### config.mk
export PLATFORM = sky130hd
export DESIGN_NAME = cmp_result_filter
export DESIGN_NICKNAME = d
export VERILOG_FILES = /design/src/rtl/cmp_result_filter.sv
export SDC_FILE = /design/constraint.sdc
export NUM_CORES = 1
export LEC_CHECK = 0
export ABC_AREA = 1
export BUFFER_PORTS_ARGS = -buffer_cell sky130_fd_sc_hd__buf_2
export CAP_MARGIN = 40
export CORE_MARGIN = 2
export CORE_UTILIZATION = 50
export CTS_CLUSTER_SIZE = 14
export DETAILED_ROUTE_END_ITERATION = 8
export PLACE_DENSITY = 0.75
export SYNTH_ARGS = -nofsm -noshare
export SYNTH_HDL_FRONTEND = slang
export SYNTH_SLANG_ARGS = --single-unit
export TNS_END_PERCENT = 50
### constraint.sdc
create_clock -name clk -period 2.6 [get_ports clk]
set_input_delay 0 -clock clk [delete_from_list [all_inputs] [get_ports clk]]
set_output_delay 0 -clock clk [all_outputs]
set_load 0.05 [all_outputs]
### src/rtl/cmp_result_filter.sv
// Filters magnitude-comparator flags: qualifies, debounces by persistence, and
// tracks the committed relation plus saturating per-class sample counts.
module cmp_result_filter #(
    parameter int unsigned PERSIST = 3,
    parameter int unsigned CNT_W   = 8
) (
    input  logic             clk,
    input  logic             rst,
    input  logic             in_valid,
    input  logic             agreat,
    input  logic             aless,
    input  logic             equal,
    input  logic             clr,
    output logic [1:0]       rel,
    output logic             rel_valid,
    output logic             chg,
    output logic             fault,
    output logic [CNT_W-1:0] gt_cnt,
    output logic [CNT_W-1:0] lt_cnt,
    output logic [CNT_W-1:0] eq_cnt,
    output logic [CNT_W-1:0] err_cnt
);

    typedef enum logic [1:0] {
        UNK = 2'b00,
        GT  = 2'b01,
        LT  = 2'b10,
        EQ  = 2'b11
    } rel_t;

    localparam logic [3:0]       PMAX = 4'(PERSIST);
    localparam logic [CNT_W-1:0] CMAX = '1;

    rel_t       state, state_n;
    rel_t       cand, cand_n;
    rel_t       cls;
    logic       legal;
    logic [3:0] run, run_n;
    logic [4:0] run_inc;
    logic       chg_n, fault_n, rel_valid_n;
    logic       hit_gt, hit_lt, hit_eq, hit_err;

    always_comb begin
        cls   = UNK;
        legal = 1'b0;
        case ({agreat, aless, equal})
            3'b100:  begin cls = GT; legal = 1'b1; end
            3'b010:  begin cls = LT; legal = 1'b1; end
            3'b001:  begin cls = EQ; legal = 1'b1; end
            default: begin cls = UNK; legal = 1'b0; end
        endcase
    end

    // The commit test uses the updated run/candidate, so a commit lands on
    // the same edge that accepts the PERSIST-th matching sample.
    always_comb begin
        state_n = state;
        cand_n  = cand;
        run_n   = run;
        chg_n   = 1'b0;
        fault_n = 1'b0;
        run_inc = {1'b0, run} + 5'd1;
        if (in_valid) begin
            if (!legal) begin
                cand_n  = UNK;
                run_n   = '0;
                fault_n = 1'b1;
            end else begin
                if (cls == cand) begin
                    run_n = (run_inc >= {1'b0, PMAX}) ? PMAX : run_inc[3:0];
                end else begin
                    cand_n = cls;
                    run_n  = 4'd1;
                end
                if ((run_n == PMAX) && (cand_n != state)) begin
                    state_n = cand_n;
                    chg_n   = 1'b1;
                end
            end
        end
        rel_valid_n = (state_n != UNK);
    end

    assign hit_gt  = in_valid && legal && (cls == GT);
    assign hit_lt  = in_valid && legal && (cls == LT);
    assign hit_eq  = in_valid && legal && (cls == EQ);
    assign hit_err = in_valid && !legal;

    function automatic logic [CNT_W-1:0] sat_inc(input logic [CNT_W-1:0] c,
                                                 input logic hit);
        return (hit && (c != CMAX)) ? c + CNT_W'(1) : c;
    endfunction

    always_ff @(posedge clk) begin
        if (rst) begin
            state     <= UNK;
            cand      <= UNK;
            run       <= '0;
            rel_valid <= 1'b0;
            chg       <= 1'b0;
            fault     <= 1'b0;
        end else begin
            state     <= state_n;
            cand      <= cand_n;
            run       <= run_n;
            rel_valid <= rel_valid_n;
            chg       <= chg_n;
            fault     <= fault_n;
        end
    end

    always_ff @(posedge clk) begin
        if (rst || clr) begin
            gt_cnt  <= '0;
            lt_cnt  <= '0;
            eq_cnt  <= '0;
            err_cnt <= '0;
        end else begin
            gt_cnt  <= sat_inc(gt_cnt, hit_gt);
            lt_cnt  <= sat_inc(lt_cnt, hit_lt);
            eq_cnt  <= sat_inc(eq_cnt, hit_eq);
            err_cnt <= sat_inc(err_cnt, hit_err);
        end
    end

    assign rel = state;

endmodule

==> reports/metrics.cfg <==
[outcome]
status=complete, no violations

[die]
start_util_pct=51.4
die_y_um=70.4
ios=44
design.core.area_um2=4290
num_rows=24
dieArea_um2=4960
fp.dieW_um=70.4

[drt]
drc=0
postRouteAntennaNets=0
vias=2009
wl_per_cell_um=11.1
dr.pass1.iters=4
drt_iter0_drc=51
routed_wl_um=4440
post_drt_via_cell_ratio=5.05

[worst_setup_path]
reg2reg_depth=10
crit_slowest_cell=dfxtp_1
cp_cell_sequence=inv_1 > ha_1 > nor2_1 > nor2_1 > nand3_1 > inv_1 > nor2_2 > nand4_1 > nand3_1 > nand2_1
worst-setup-path-type=reg -> reg
critPathLaunchType=flop
endpoint_kind=flop
worstPathArrival_ns=1.78
r2r-end=rel_valid
reg2reg_slack_ns=1.01
path_max_fanout=5
r2r-start=run[0]
cp.required_ns=2.79
slowest_delay_ns=0.40
endpoint=rel_valid
critPathLaunch=run[0]

[layout]
final_cells=398
drive_gt1_share_pct=24.9
num_antenna_cells=0
final_area_um2=2640
syn_to_final_growth_pct=19.8
final_util_pct=61.6
fin_nets=358

[placement]
dpl_cell_area_um2=2490
port_buffers=43
place_ws_ns=1.00
post-dp-hpwl_um=3290
dpl.cell_count=388
gp_congestion=0.828

[sta]
fin_crit_sh_pct=61.1
skew_ns=0.00380
worst_slack_ns=1.01
setup_viol=0
finalHoldViolCount=0
rsz0062_at_grt=false
period_needed_ns=1.59
setup_tns_ns=0
relSlewSlack_pct=64.5
tightest_slew_ns=0.531
drv_slew=0
fmax_mhz=630

[clock_network]
path_clk_slew_ns=0.08
numCtsBuffers=5
root_buffer=clkbuf_8
ctsResizeCount=0
h-tree-depth=2
tritoncts=done
clock_sinks=43
clockBufferDepth=2
postCtsSetupBuffers=0
clk_latency_ns=0.29

[global_routing]
overflow=0
grt_pass1_wl_um=7600
grt_max_degree=19
antenna_found_initial=0
grt_usage_pct=18.7
first_global_vias=1740

[synth]
synth_edf_count=0
netlist_area_um2=2210
ys_top_cells_by_area=dfxtp_1, nand2_1, a21oi_1
avgSynthCellArea_um2=7.51
synthArstFlopShare_pct=0
yosysTopAreaCellShare_pct=39.0
synth.net_count=307
synth_cell_types=33
ys.warnings.count=0
synth_ff_type=dfxtp_1
synth_seq_area_share_pct=39.0
yosys_register_bits=43
syn_inst=294
synth_area_leader_cell=dfxtp_1

[min_path]
hp-class=in -> reg
min-delay-start=clr

[power]
powerDensity_nw_per_um2=535
p_leak_nw=1.15
vdd_drop_max_mv=0.286

[run]
drv_cap=0

==> registers in the layout, summed over array words and instances, names as in the netlist <==
name / flops
cand: 2
lt_cnt: 8
eq_cnt: 8
rel_valid: 1
run: 4
rel: 2
chg: 1
fault: 1
err_cnt: 8
gt_cnt: 8
==> cells in the mapped netlist (3+ instances only) <==
library cell / instances
dfxtp_1: 43
a21oi_1: 25
ha_1: 6
nor2_1: 29
inv_2: 5
o21a_1: 4
nand3_2: 4
inv_1: 33
xnor2_1: 3
xor2_1: 5
nor3_1: 7
nand2_1: 52
o21ai_0: 14
nand2_2: 5
nand4_1: 5
nand2_4: 3
a31oi_1: 3
nor2_2: 6
nand3_1: 25
==> placed cells by master (no fill, tap or decap), drive strengths merged, types with 6 or more instances in the layout <==
master and n:
a21oi 26, buf 44, dfxtp 43, ha 6, inv 38, nand2 60, nand3 30, nand4 6
nor2 38, nor3 10, o21ai 15
==> power breakdown <==
group	internal (mW)	leakage [nW]	switching, mW
Sequential	0.665	0.347	0.00539
Clock	0.383	0.0644	0.235
Combinational	0.0372	0.741	0.0890
==> worst min path at each step <==
| stage | endpoint | slack [ns] | cells past startpoint |
|---|---|---|---|
| floorplan | run[3] | 0.07 | 1 |
| global placement | run[3] | 0.24 | 2 |
| detailed placement | run[3] | 0.24 | 2 |
| CTS | err_cnt[0] | 0.17 | 5 |
| global route | eq_cnt[4] | 0.18 | 5 |
| finish | err_cnt[0] | 0.17 | 5 |
==> layer usage <==
layer  up-vias  global-route usage (%)  wire [um]
met5         -                       0          0
met3         7                    5.05        210
met2        44                    30.7       2070
li1       1070                       -          -
met4         0                    5.34         43
met1       888                    24.1       2110
==> cell families (layout without fill, tap and decap cells) <==
kind of cell    after synthesis  in the layout  share of synthesized area, %
xor+xnor                      8              8                          3.17
flops                        43             43                          39.0
simple gates                146            146                          34.8
fa+ha+maj                     6              6                          3.40
buf+inv                      40             92                          6.80
compound gates               51             51                          12.9
==> critical path: cells and delay by family, from the launching register on <==
kind	cells	cell delay [ns]
and+or+nand+nor	7	0.66
DFF	1	0.40
buffers and inverters	2	0.14
adders and majority gates	1	0.30
==> per-stage QoR <==
stage	total power [mW]	hold slack [ns]
finish	1.42	0.172
global route	1.47	0.179
CTS	1.43	0.171
detailed placement	0.811	0.237
global placement	0.809	0.236
floorplan	0.780	0.0718
==> what timing repair did <==
item | CTS | global route
endpoints found under the hold margin | 4 | 0
hold buffers | 2 | 0
setup endpoints to repair | 0 | 0
==> final cells by class <==
| class | count | area (um^2) |
|---|---|---|
| repair buffers | 46 | 243 |
| well taps | 52 | 65.1 |
| multi-input cells | 211 | 1200 |
| inverters | 38 | 143 |
| clock buffers | 5 | 68.8 |
| clock inverters | 3 | 67.6 |
| flip-flops and latches | 43 | 861 |
| fillers | 408 | 1650 |
No activity file was read; power rests on OpenSTA's default activity.
